[config.mk]
export PLATFORM = sky130hd
export DESIGN_NAME = xor_stream_checksum
export DESIGN_NICKNAME = d
export VERILOG_FILES = /design/src/rtl/xor_stream_checksum.sv
export SDC_FILE = /design/constraint.sdc
export NUM_CORES = 1
export LEC_CHECK = 0
export ABC_CLOCK_PERIOD_IN_PS = 1800
export CORE_MARGIN = 3
export CORE_UTILIZATION = 50
export DETAILED_ROUTE_END_ITERATION = 10
export GPL_TIMING_DRIVEN = 0
export PLACE_DENSITY_LB_ADDON = 0.08
export RECOVER_POWER = 100
export SLEW_MARGIN = 20
export SYNTH_ARGS = -nofsm -noshare
export SYNTH_HDL_FRONTEND = slang
export SYNTH_SLANG_ARGS = --single-unit
[constraint.sdc]
create_clock -name clk -period 1.8 [get_ports clk]
set_clock_uncertainty 0.1 [all_clocks]
set_input_delay 0.36 -clock clk [delete_from_list [all_inputs] [get_ports clk]]
set_output_delay 0.36 -clock clk [all_outputs]
set_load 0.02 [all_outputs]
[src/rtl/xor_stream_checksum.sv]
// xor_stream_checksum
// Framed streaming XOR checksum engine. Words arrive over a valid/ready
// handshake and are XOR-folded into a running accumulator. On the last word
// of a frame the folded checksum, its parity, the saturating word count and
// an overflow flag are captured into output registers and held until the
// downstream consumer accepts them.
module xor_stream_checksum #(
  parameter  int WIDTH     = 8,
  parameter  int MAX_WORDS = 16,
  parameter  int ODD       = 0,
  localparam int CW        = $clog2(MAX_WORDS + 1)
) (
  input  logic             clk,
  input  logic             rst,
  input  logic             in_valid,
  output logic             in_ready,
  input  logic [WIDTH-1:0] in_data,
  input  logic             in_last,
  output logic             out_valid,
  input  logic             out_ready,
  output logic [WIDTH-1:0] out_checksum,
  output logic             out_parity,
  output logic [CW-1:0]    out_count,
  output logic             out_overflow
);

  localparam logic         P_ODD     = (ODD != 0) ? 1'b1 : 1'b0;
  localparam logic [CW-1:0] P_MAX    = CW'(MAX_WORDS);
  localparam logic [CW-1:0] P_ONE    = CW'(1);

  typedef enum logic [0:0] {
    S_COLLECT = 1'b0,
    S_HOLD    = 1'b1
  } state_t;

  // Parity of a checksum word, inverted for odd-parity builds.
  function automatic logic f_parity(input logic [WIDTH-1:0] d);
    return (^d) ^ P_ODD;
  endfunction

  state_t           r_state;
  state_t           w_state_next;

  logic [WIDTH-1:0] r_acc;
  logic [CW-1:0]    r_count;
  logic             r_ovf;

  logic [WIDTH-1:0] r_out_checksum;
  logic             r_out_parity;
  logic [CW-1:0]    r_out_count;
  logic             r_out_overflow;
  logic             r_out_valid;

  logic [WIDTH-1:0] w_acc_next;
  logic [CW-1:0]    w_count_next;
  logic             w_ovf_next;
  logic [WIDTH-1:0] w_out_checksum_next;
  logic             w_out_parity_next;
  logic [CW-1:0]    w_out_count_next;
  logic             w_out_overflow_next;
  logic             w_out_valid_next;

  logic             w_accept;
  logic             w_first;
  logic             w_at_max;
  logic [WIDTH-1:0] w_fold;
  logic [CW-1:0]    w_count_upd;
  logic             w_ovf_upd;

  // in_ready depends on the state register only, never on in_valid.
  assign in_ready = (r_state == S_COLLECT);
  assign w_accept = in_valid && in_ready;

  // Fold and saturating-count values a word accepted this cycle would produce.
  always_comb begin
    w_first     = (r_count == '0);
    w_at_max    = (r_count == P_MAX);
    w_fold      = r_acc ^ in_data;
    w_count_upd = r_count;
    w_ovf_upd   = r_ovf;
    if (w_first) begin
      w_fold      = in_data;
      w_count_upd = P_ONE;
      w_ovf_upd   = 1'b0;
    end else if (w_at_max) begin
      w_count_upd = r_count;
      w_ovf_upd   = 1'b1;
    end else begin
      w_count_upd = r_count + P_ONE;
      w_ovf_upd   = r_ovf;
    end
  end

  // Next-state and next-register decode for the COLLECT/HOLD machine.
  always_comb begin
    w_state_next        = r_state;
    w_acc_next          = r_acc;
    w_count_next        = r_count;
    w_ovf_next          = r_ovf;
    w_out_checksum_next = r_out_checksum;
    w_out_parity_next   = r_out_parity;
    w_out_count_next    = r_out_count;
    w_out_overflow_next = r_out_overflow;
    w_out_valid_next    = r_out_valid;
    case (r_state)
      S_COLLECT: begin
        if (w_accept) begin
          w_acc_next   = w_fold;
          w_count_next = w_count_upd;
          w_ovf_next   = w_ovf_upd;
          if (in_last) begin
            // Final fold goes straight to the result registers.
            w_out_checksum_next = w_fold;
            w_out_parity_next   = f_parity(w_fold);
            w_out_count_next    = w_count_upd;
            w_out_overflow_next = w_ovf_upd;
            w_out_valid_next    = 1'b1;
            w_state_next        = S_HOLD;
          end else begin
            w_state_next = S_COLLECT;
          end
        end else begin
          w_state_next = S_COLLECT;
        end
      end
      S_HOLD: begin
        if (r_out_valid && out_ready) begin
          // Result consumed: start the next frame from a clean accumulator.
          w_out_valid_next = 1'b0;
          w_acc_next       = '0;
          w_count_next     = '0;
          w_ovf_next       = 1'b0;
          w_state_next     = S_COLLECT;
        end else begin
          w_state_next = S_HOLD;
        end
      end
      default: begin
        w_out_valid_next = 1'b0;
        w_acc_next       = '0;
        w_count_next     = '0;
        w_ovf_next       = 1'b0;
        w_state_next     = S_COLLECT;
      end
    endcase
  end

  // State register; reset discards any partial or pending frame.
  always_ff @(posedge clk or posedge rst) begin
    if (rst) begin
      r_state <= S_COLLECT;
    end else begin
      r_state <= w_state_next;
    end
  end

  // Accumulator, count and result registers.
  always_ff @(posedge clk or posedge rst) begin
    if (rst) begin
      r_acc          <= '0;
      r_count        <= '0;
      r_ovf          <= 1'b0;
      r_out_checksum <= '0;
      r_out_parity   <= P_ODD;
      r_out_count    <= '0;
      r_out_overflow <= 1'b0;
      r_out_valid    <= 1'b0;
    end else begin
      r_acc          <= w_acc_next;
      r_count        <= w_count_next;
      r_ovf          <= w_ovf_next;
      r_out_checksum <= w_out_checksum_next;
      r_out_parity   <= w_out_parity_next;
      r_out_count    <= w_out_count_next;
      r_out_overflow <= w_out_overflow_next;
      r_out_valid    <= w_out_valid_next;
    end
  end

  assign out_valid    = r_out_valid;
  assign out_checksum = r_out_checksum;
  assign out_parity   = r_out_parity;
  assign out_count    = r_out_count;
  assign out_overflow = r_out_overflow;

endmodule

==> metrics list <==
* Number of buffers created by CTS: 5
* Clock insertion delay at the later pin of the skew report: 340 ps
- Setup repair after global routing could not meet its margin everywhere.
- In the final routed layout, each cell accounts on average for 15.3 um.
- The detailed router finished its first iteration with 59 violations.
- Reg-to-reg critical path startpoint: r_count[1]
* Maximum clock path buffer count: 2
- Core area: 0.00285 mm2
- After detailed routing, the number of remaining DRC violations is 0.
* Total wirelength of the detailed-routed design: 3580 um
- The count of final hold-check violations was 0.
* Flip-flop and latch count after synthesis: 31
- Post-synthesis net count: 176
* Proportion of layout cells with a drive suffix above 1: 0.173
* Maximum number of pins on one net before global-route repair: 32
- Worst-path fanout max: 10
- Worst Hold Endpoint: out_count[3]
- Kind of start point of the critical path: flip-flop
- Worst hold margin: 386 ps
- After layout, the minimum clock period comes to 1760 ps.
- Critical path type: flip-flop to flip-flop
- Summing over every cut layer, the via total after detailed routing is 1273.
- Netlist area before placement: 0.00154 mm2
- Setup violations, final: 0
- The number of global-route vias before repair was 1187.
* Root Driver: clkbuf_4
- Maximum Capacitance Violations: 0
- Measured against its own limit, the worst slew margin works out to 0.223.
* Total placed cells including tap cells: 221
* VDD IR-drop max: 0.925 mV
- Seq/Total Area, Yosys: 0.504
* Overall die height: 61.5 um
- Post-synthesis area per instance: 9.57 um2
- Number of standard cells in the final layout excluding fillers: 233
* PnR Total Power: 3.55 mW
- Capture point of the worst reg-to-reg path: r_acc[5]
* Layout Area Growth over Synthesis: 26.9%
- For this run, the share of the core covered by cells in the final layout is 0.685.
- Outcome: finished, final reports clean
* Initial Utilization: 0.540
* Clk slew on worst S/H paths: 100 ps
* Number of enable-type register cells in the synthesized netlist: 0
- Adding up every negative setup slack in the final design gives 0 ps.
- Of the available clock period, the critical path in the final layout requires 0.976.
- The first detailed-routing pass took 4 iterations.
- In this run the static leakage power is 0.851 nW.
* Achievable Freq: 569 MHz
- Once detail routing completed, the nets flagged for antenna violations numbered 0.
* Hold Buf Count CTS: 0
- CP max-delay cell: dfrtp_1
- Using the TritonRoute via totals, the vias-per-cell ratio works out to 5.46.
* Ordered list of cells on the worst path: inv_1, ha_2, nor3b_4, nand2b_1, buf_6, nand2_1, xor2_2, o21ai_1
* Count of inserted antenna diode cells: 0
- Clock sink count: 31
- Hold Path Depth: 2
* Total congestion overflow: 0
* Number of antenna violations at the first check in global routing: 0
- On the worst path, the slowest cell contributes a delay of 420 ps.
- During placement, the flow inserted port buffers numbering 29.
* R2R cell count: 8
- Instance count of the mapped netlist: 161
* Top FF cell, synth: dfrtp_1
- STA classifies the critical path endpoint as a flip-flop.
- The die covers 0.00378 mm2.
- In this run the power density over the cells is 1810 mW/mm2.
- In the global route stage, overall resource usage came out at 0.204.
* Boundary pin count: 30
- Number of distinct library cells after synthesis: 27
- The clock tree synthesis step divided the H-tree into 2 levels.
* Hold crit path type: flip-flop to flip-flop
- Yosys printed 0 warnings.
- Share of synthesized flip-flops with an asynchronous set or reset: 1.00
- In this run the core area contains 19 standard-cell rows.
- Slew of the pin with the lowest slew margin: 1160 ps
* Reg-to-reg setup timing slack: 40 ps
- Routability-driven placement finished with a final weighted congestion of 0.800.
- The die is 61.5 um wide.
* Post-DP HPWL: 2310 um
* Layout Nets: 216
* CTS tree: built
* Max-slew violations: 0
* Arrival time at the worst endpoint: 1870 ps
- Launch instance of the worst min-delay path: out_count[3]
- The first global-routing pass estimated 5510 um of wire.
- Worst Path Required: 1910 ps
## per-stage QoR
stage / instance area [um2] / worst slack, ps
6_report: 1950 / 42.8
5_1_grt: 1950 / -71.8
4_1_cts: 1940 / 12.0
3_5_place_dp: 1870 / -372
3_3_place_gp: 1870 / -285
2_1_floorplan: 1540 / 161
## state kept, by name, summed over array words and instances, names as in the netlist
register      flops
out_checksum      8
out_count         5
out_overflow      1
out_parity        1
out_valid         1
r_acc             8
r_count           5
r_ovf             1
r_state           1
## report_power, final
group	internal, mW	leakage [nW]	switching, mW	total (mW)
registers	0.977	0.396	0.243	1.22
logic	0.849	0.427	1.08	1.93
clock network	0.150	0.0282	0.242	0.393
total	1.98	0.851	1.57	3.55
## cell families after synthesis
family,after synthesis,share of synthesized area
xor gates and xnor gates,25,0.147
buffers and inverters,11,0.0292
muxes,1,0.00731
DFF,31,0.504
adders and majority gates,2,0.0162
AOI/OAI and AO/OA,38,0.150
and+or+nand+nor,53,0.146
## cells in the final DEF (no fill, tap or decap), types with 2 or more instances in the layout
master	synthesis	final
a21oi_1	3	3
clkbuf_2	0	3
xnor2_1	12	12
nand2_1	42	37
inv_1	4	4
dlygate4sd2_1	0	2
dfrtp_1	31	31
xor2_2	0	6
nand3_1	2	2
clkbuf_1	4	14
o21ai_0	11	10
nor2_1	4	4
clkdlybuf4s50_1	0	14
xor2_1	12	6
nand2_2	0	5
a32o_1	2	2
o21ai_1	14	15
clkbuf_4	0	6
buf_4	0	4
o31ai_1	2	2
o21bai_1	2	2
## final cells by class
class | instances | area, um2
Buffer | 7 | 42.5
Sequential cell | 31 | 776
Clock inverter | 2 | 12.5
Multi-Input combinational cell | 119 | 786
Timing Repair Buffer | 33 | 243
Fill cell | 257 | 898
Inverter | 4 | 15.0
Tap cell | 31 | 38.8
Clock buffer | 6 | 41.3
## critical path: cells and delay by family (launching register included)
kind,cells,cell delay (ps)
buffers and inverters,2,230
and+or+nand+nor,3,430
adders and majority gates,1,180
xor gates and xnor gates,1,170
DFF,1,420
AOI/OAI and AO/OA,1,80
## per-layer routing
metal,track usage,share of wire
met5,0,0
met4,0.0727,0.013
met3,0.0692,0.058
met2,0.321,0.48
met1,0.262,0.45
## cells in the mapped netlist, types with 2 or more instances
library cell,n,area share
nand3_1,2,0.0065
xor2_1,12,0.068
a21oi_1,3,0.0097
inv_1,4,0.0097
o21ai_0,11,0.036
xnor2_1,12,0.068
o21bai_1,2,0.0097
clkbuf_1,4,0.0097
a32o_1,2,0.013
nor2_1,4,0.0097
buf_2,3,0.0097
dfrtp_1,31,0.50
ha_1,2,0.016
nand2_1,42,0.10
o31ai_1,2,0.0097
o21ai_1,14,0.045
## what timing repair did
action / in CTS / in global routing
gates resized for setup: 4 / 35
pin swaps: 0 / 1
hold endpoints to repair: 0 / 0
setup endpoints to repair: 18 / 35
setup buffers: 2 / 2
## how the worst max path moves through the flow
stage | from | cells after the start | to | slack, ps
finish | r_count[1] | 8 | r_acc[5] | 40
detailed placement | in_valid | 6 | out_count[2] | -370
CTS | out_count[2] | 1 | out_count[2] | 10
global route | r_count[1] | 8 | r_acc[5] | -70
global placement | in_valid | 6 | out_overflow | -280
floorplan | r_count[0] | 8 | out_checksum[2] | 160
(Power assumes the default switching activity.)
==> variant 1: new RTL, same flow settings <==
Change the parameter `MAX_WORDS` from 16 to 8.
--- a/src/rtl/xor_stream_checksum.sv
+++ b/src/rtl/xor_stream_checksum.sv
@@ -6,7 +6,7 @@
 // downstream consumer accepts them.
 module xor_stream_checksum #(
   parameter  int WIDTH     = 8,
-  parameter  int MAX_WORDS = 16,
+  parameter  int MAX_WORDS = 8,
   parameter  int ODD       = 0,
   localparam int CW        = $clog2(MAX_WORDS + 1)
 ) (
Interface: changed (resized out_count); port bits go from 30 to 29. No check against the original RTL was run, so the function may have changed too.
==> variant 1 against the unedited design <==
- via count fell by 2.7%
- cell count down 5.6%
- largest cell class is now flip-flops and latches
- routed wire length shrank 5.9%
- sequential cell count is 2 lower
- design area fell by 5.8%
- hold slack gained 0.0013 ns
- critical path depth is 7 lower
- synthesized area is 5.5% lower
- synthesized cell count shrank 5.0%
- total power is 7.4% lower
- count of clock-buffer cells in the layout increased by 1
- largest power group unchanged
- setup slack better by 0.0058 ns
==> variant 1: results (changes against the unedited design) <==
stage;metric;value;unit;change
final_layout;final_nets;205;;was 216
routing;vias;1239;;was 1,273
final_layout;fillers;226;;was 257
power;ir_worst_vdd;1130;uV;was 925 uV
place;post-place-ws;-0.276;ns;was -0.372 ns
power;p_leak;0.821;nW;was 0.851 nW
routing;routed_via_density;5.63;;was 5.46
synth;yosys-top-cells-area;dfrtp_1, nand2_1, xnor2_1;;unchanged
routing;wirelength_met1;1430;um;was 1620 um
place;portBuffers;28;;was 29
final_layout;n_antenna_cell;0;;unchanged
routing;wl_met3;170;um;was 206 um
critical_path;path_max_fanout;2;;was 10
synth;synth_nets;168;;was 176
global_routing;grt_pass1_vias;1221;;was 1,187
final_layout;drive_above_1_share;8.95;%;was 17.3%
place;dpl_cell_area;0.00177;mm^2;was 0.00187 mm^2
synth;synthTopCellsByCount;nand2_1, dfrtp_1, o21ai_1;;unchanged
synth;syn_inst;153;;was 161
power;power_switching;1.39;mW;was 1.57 mW
run_status;outcome;finished clean;;unchanged
routing;wl;3360;um;was 3580 um
global_routing;grtUsageTotal;21.2;%;was 20.4%
power;combPwrFrac;53.1;%;was 54.5%
synth;ys_seq_area_share;49.9;%;was 50.4%
routing;wl_met2;1650;um;was 1700 um
global_routing;grt_pass1_wl;5390;um;was 5510 um
-- variant 1: cell type report --
class                   count  area share [%]
repair buffers             30            14.9
clock buffers               7            2.99
inverters                   5            1.02
flip-flops and latches     29            39.4
plain buffers               5            1.36
well taps                  30            2.04
multi-input cells         114            38.3
-- variant 1: kinds of logic after synthesis --
| family | after synthesis | share of synthesized area (%) |
|---|---|---|
| AOI/OAI and AO/OA | 39 | 16.3 |
| xor gates and xnor gates | 23 | 14.4 |
| and+or+nand+nor | 49 | 14.1 |
| muxes | 1 | 0.774 |
| DFF | 29 | 49.9 |
| buffers and inverters | 10 | 2.84 |
| adders and majority gates | 2 | 1.72 |
-- variant 1: worst paths after layout --
check / from / to / slack, ns / depth (start not counted)
setup / recovery: out_count[2] / out_count[2] / 0.05 / 1
hold / removal: out_checksum[5] / out_checksum[5] / 0.39 / 2
setup reg to reg: r_count[1] / r_acc[5] / 0.10 / 8
hold reg to reg: out_checksum[5] / out_checksum[5] / 0.39 / 2
max in group asynchronous: rst / out_count[1] / 0.28 / 2
min in group asynchronous: rst / out_parity / 0.65 / 2
-- variant 1: per-layer routing --
layer / global-route usage, % / vias up
li1: - / 585
met1: 23.8 / 612
met2: 35.8 / 30
met3: 4.75 / 12
met4: 13.6 / 0
met5: 0 / -
-- variant 1: worst register-to-register path, delay by kind of cell (launching register included) --
kind | cells | cell delay (ns)
xor gates and xnor gates | 1 | 0.21
AOI/OAI and AO/OA | 1 | 0.09
adders and majority gates | 1 | 0.19
buffers and inverters | 2 | 0.26
DFF | 1 | 0.41
and+or+nand+nor | 3 | 0.32
-- variant 1: timing repair --
item	in CTS	in global routing
resized for setup	3	10
endpoints found under the setup margin	6	23
pin swaps	0	0
cloned	0	0
setup buffers	1	1
==> variant 2: new RTL, same flow settings <==
Without the edit above. Compare `r_count` against `P_MAX` with >= in place of ==.
--- a/src/rtl/xor_stream_checksum.sv
+++ b/src/rtl/xor_stream_checksum.sv
@@ -74,7 +74,7 @@
   // Fold and saturating-count values a word accepted this cycle would produce.
   always_comb begin
     w_first     = (r_count == '0);
-    w_at_max    = (r_count == P_MAX);
+    w_at_max    = (r_count >= P_MAX);
     w_fold      = r_acc ^ in_data;
     w_count_upd = r_count;
     w_ovf_upd   = r_ovf;
Check against the original RTL: no difference found for any inputs over 10 cycles, from zero or initial values and one cycle with rst high; that may be too few to reach the edited logic, so the function may still have changed.
==> variant 2 against the unedited design <==
- count of clock-buffer cells in the layout is the same
- cell count grew 14%
- global-route usage grew 0.71 points
- sequential share of layout area shrank 5.0 points
- largest cell class unchanged
- routed wire length grew 17%
- sequential cell count is the same
- total power grew 7.7%
- fmax shrank 28%
- critical path depth grew 1
- design area grew 14%
- synthesized area grew 7.1%
- highest routed layer unchanged
- die area grew 6.4%
- setup slack lost 0.68 ns
- the flow now finishes with violations (setup timing)
==> variant 2: results (changes against the unedited design) <==
stage;metric;value;unit;change
run_status;outcome;finished, violations left;;was finished clean
run_status;violations;setup timing;;
routing;routed.top_layer;met4;;unchanged
synth;synth.avg_cell_area;9.53;um^2;was 9.57 um^2
clocking;cts_resized;12;;was 4
power;p_leak;1.01;nW;was 0.851 nW
clocking;cts_root_buffer;clkbuf_4;;unchanged
power;ir_worst_vdd;934;uV;was 925 uV
place;dp.cells;246;;was 221
synth;ys.flop_type;dfrtp_1;;unchanged
critical_path;worstPathArrival;2.59;ns;was 1.87 ns
routing;routedWlPerCell;15.7;um;was 15.3 um
clocking;cts_setup_buffers;10;;was 2
final_layout;fin_util;72.1;%;was 68.5%
global_routing;grt_util_met3;5.53;%;was 6.92%
clocking;max-clock-path-buffers;2;;unchanged
global_routing;use_met1;25.9;%;was 26.2%
synth;yosys_warnings;0;;unchanged
global_routing;antenna_found_initial;0;;unchanged
global_routing;grtUsageTotal;21.1;%;was 20.4%
place;hpwl;2590;um;was 2310 um
synth;synthTopCellsByCount;dfrtp_1, nand2_1, o21ai_0;;was nand2_1, dfrtp_1, o21ai_1
synth;ys_seq_area_share;47.0;%;was 50.4%
sta;fin_setup_tns;-2.93;ns;was 0 ns
global_routing;grt_pass1_wl;6700;um;was 5510 um
synth;async_flop_share;100;%;unchanged
clocking;h-tree-depth;2;;unchanged
final_layout;drive_above_1_share;25.7;%;was 17.3%
critical_path;path_max_fanout;3;;was 10
clocking;clock_latency;0.33;ns;
global_routing;use_met2;36.2;%;was 32.1%
final_layout;final_nets;236;;was 216
routing;wl;4180;um;was 3580 um
global_routing;grt_max_degree;32;;unchanged
synth;synth_nets;188;;was 176
routing;drtPass1Iterations;4;;unchanged
synth;synth.distinct_cells;43;;was 27
global_routing;grt_pass1_vias;1510;;was 1,187
routing;drtIter0Drc;97;;was 59
final_layout;fillers;274;;was 257
clocking;numCtsBuffers;5;;unchanged
synth;yosys-top-cells-area;dfrtp_1, nand2_1, o21ai_0;;was dfrtp_1, nand2_1, xnor2_1
sta;setup_slack;-0.642;ns;was 0.0428 ns
routing;wl_met3;275;um;was 206 um
place;portBuffers;29;;unchanged
place;place.gp.congestion;0.892;;was 0.800
routing;routed_via_density;5.67;;was 5.46
place;dpl_cell_area;0.00201;mm^2;was 0.00187 mm^2
routing;wirelength_met1;1760;um;was 1620 um
routing;wl_met2;2070;um;was 1700 um
final_layout;n_antenna_cell;0;;unchanged
sta;setup_viol;22;;was 0
sta;worst_pin_slew;1.17;ns;was 1.16 ns
place;post-place-ws;-0.779;ns;was -0.372 ns
hold_path;hp-class;register to register;;unchanged
clocking;path_clk_slew;0.11;ns;
## variant 2: cell count changes in the layout (fill, tap and decap cells not counted), sizes merged, moves of 3 or more
cell    change
xnor2      -12
a211o       +4
inv         +8
o211ai      +4
a21boi      +3
nor3        +5
xor2       -10
o22ai       +6
nand2      -11
or3         +4
buf        +10
## variant 2: kinds of logic after synthesis
kind of cell             share of synthesized area [%]
buffers and inverters                             6.98
flip-flops                                        47.0
AO/OA/AOI/OAI                                     25.3
adder cells (fa/ha/maj)                           1.52
multiplexers                                     0.607
XOR/XNOR                                          1.59
AND/OR/NAND/NOR                                   16.9
## variant 2: final timing paths
path / startpoint / to / slack, ns / cells after the start
max reg2reg: r_count[0] / out_parity / -0.64 / 9
min: out_count[4] / out_count[4] / 0.39 / 2
min in group asynchronous: rst / out_count[0] / 0.65 / 2
min reg2reg: out_count[4] / out_count[4] / 0.39 / 2
max in group asynchronous: rst / r_acc[4] / 0.24 / 2
max: r_count[0] / out_parity / -0.64 / 9
## variant 2: where the power goes
part	internal (mW)	switching [mW]
Clock	0.328	0.244
Combinational	0.945	1.18
Sequential	0.953	0.175
## variant 2: critical path: stages, from the launching register on
cell and delay [ns]:
dfrtp_1 0.36, inv_1 0.05, ha_2 0.18, nor4b_4 0.14
buf_4 0.14, or3_4 0.38, a211o_4 0.34, a211o_1 0.29
and4_4 0.21, o31ai_4 0.16
## variant 2: layout make-up
| class | count | share of cell area (%) |
|---|---|---|
| Sequential cell | 31 | 34.7 |
| Buffer | 8 | 2.57 |
| Multi-Input combinational cell | 121 | 39.7 |
| Clock buffer | 6 | 2.29 |
| Timing Repair Buffer | 42 | 14.8 |
| Clock inverter | 2 | 1.57 |
| Inverter | 12 | 2.01 |
| Tap cell | 44 | 2.46 |
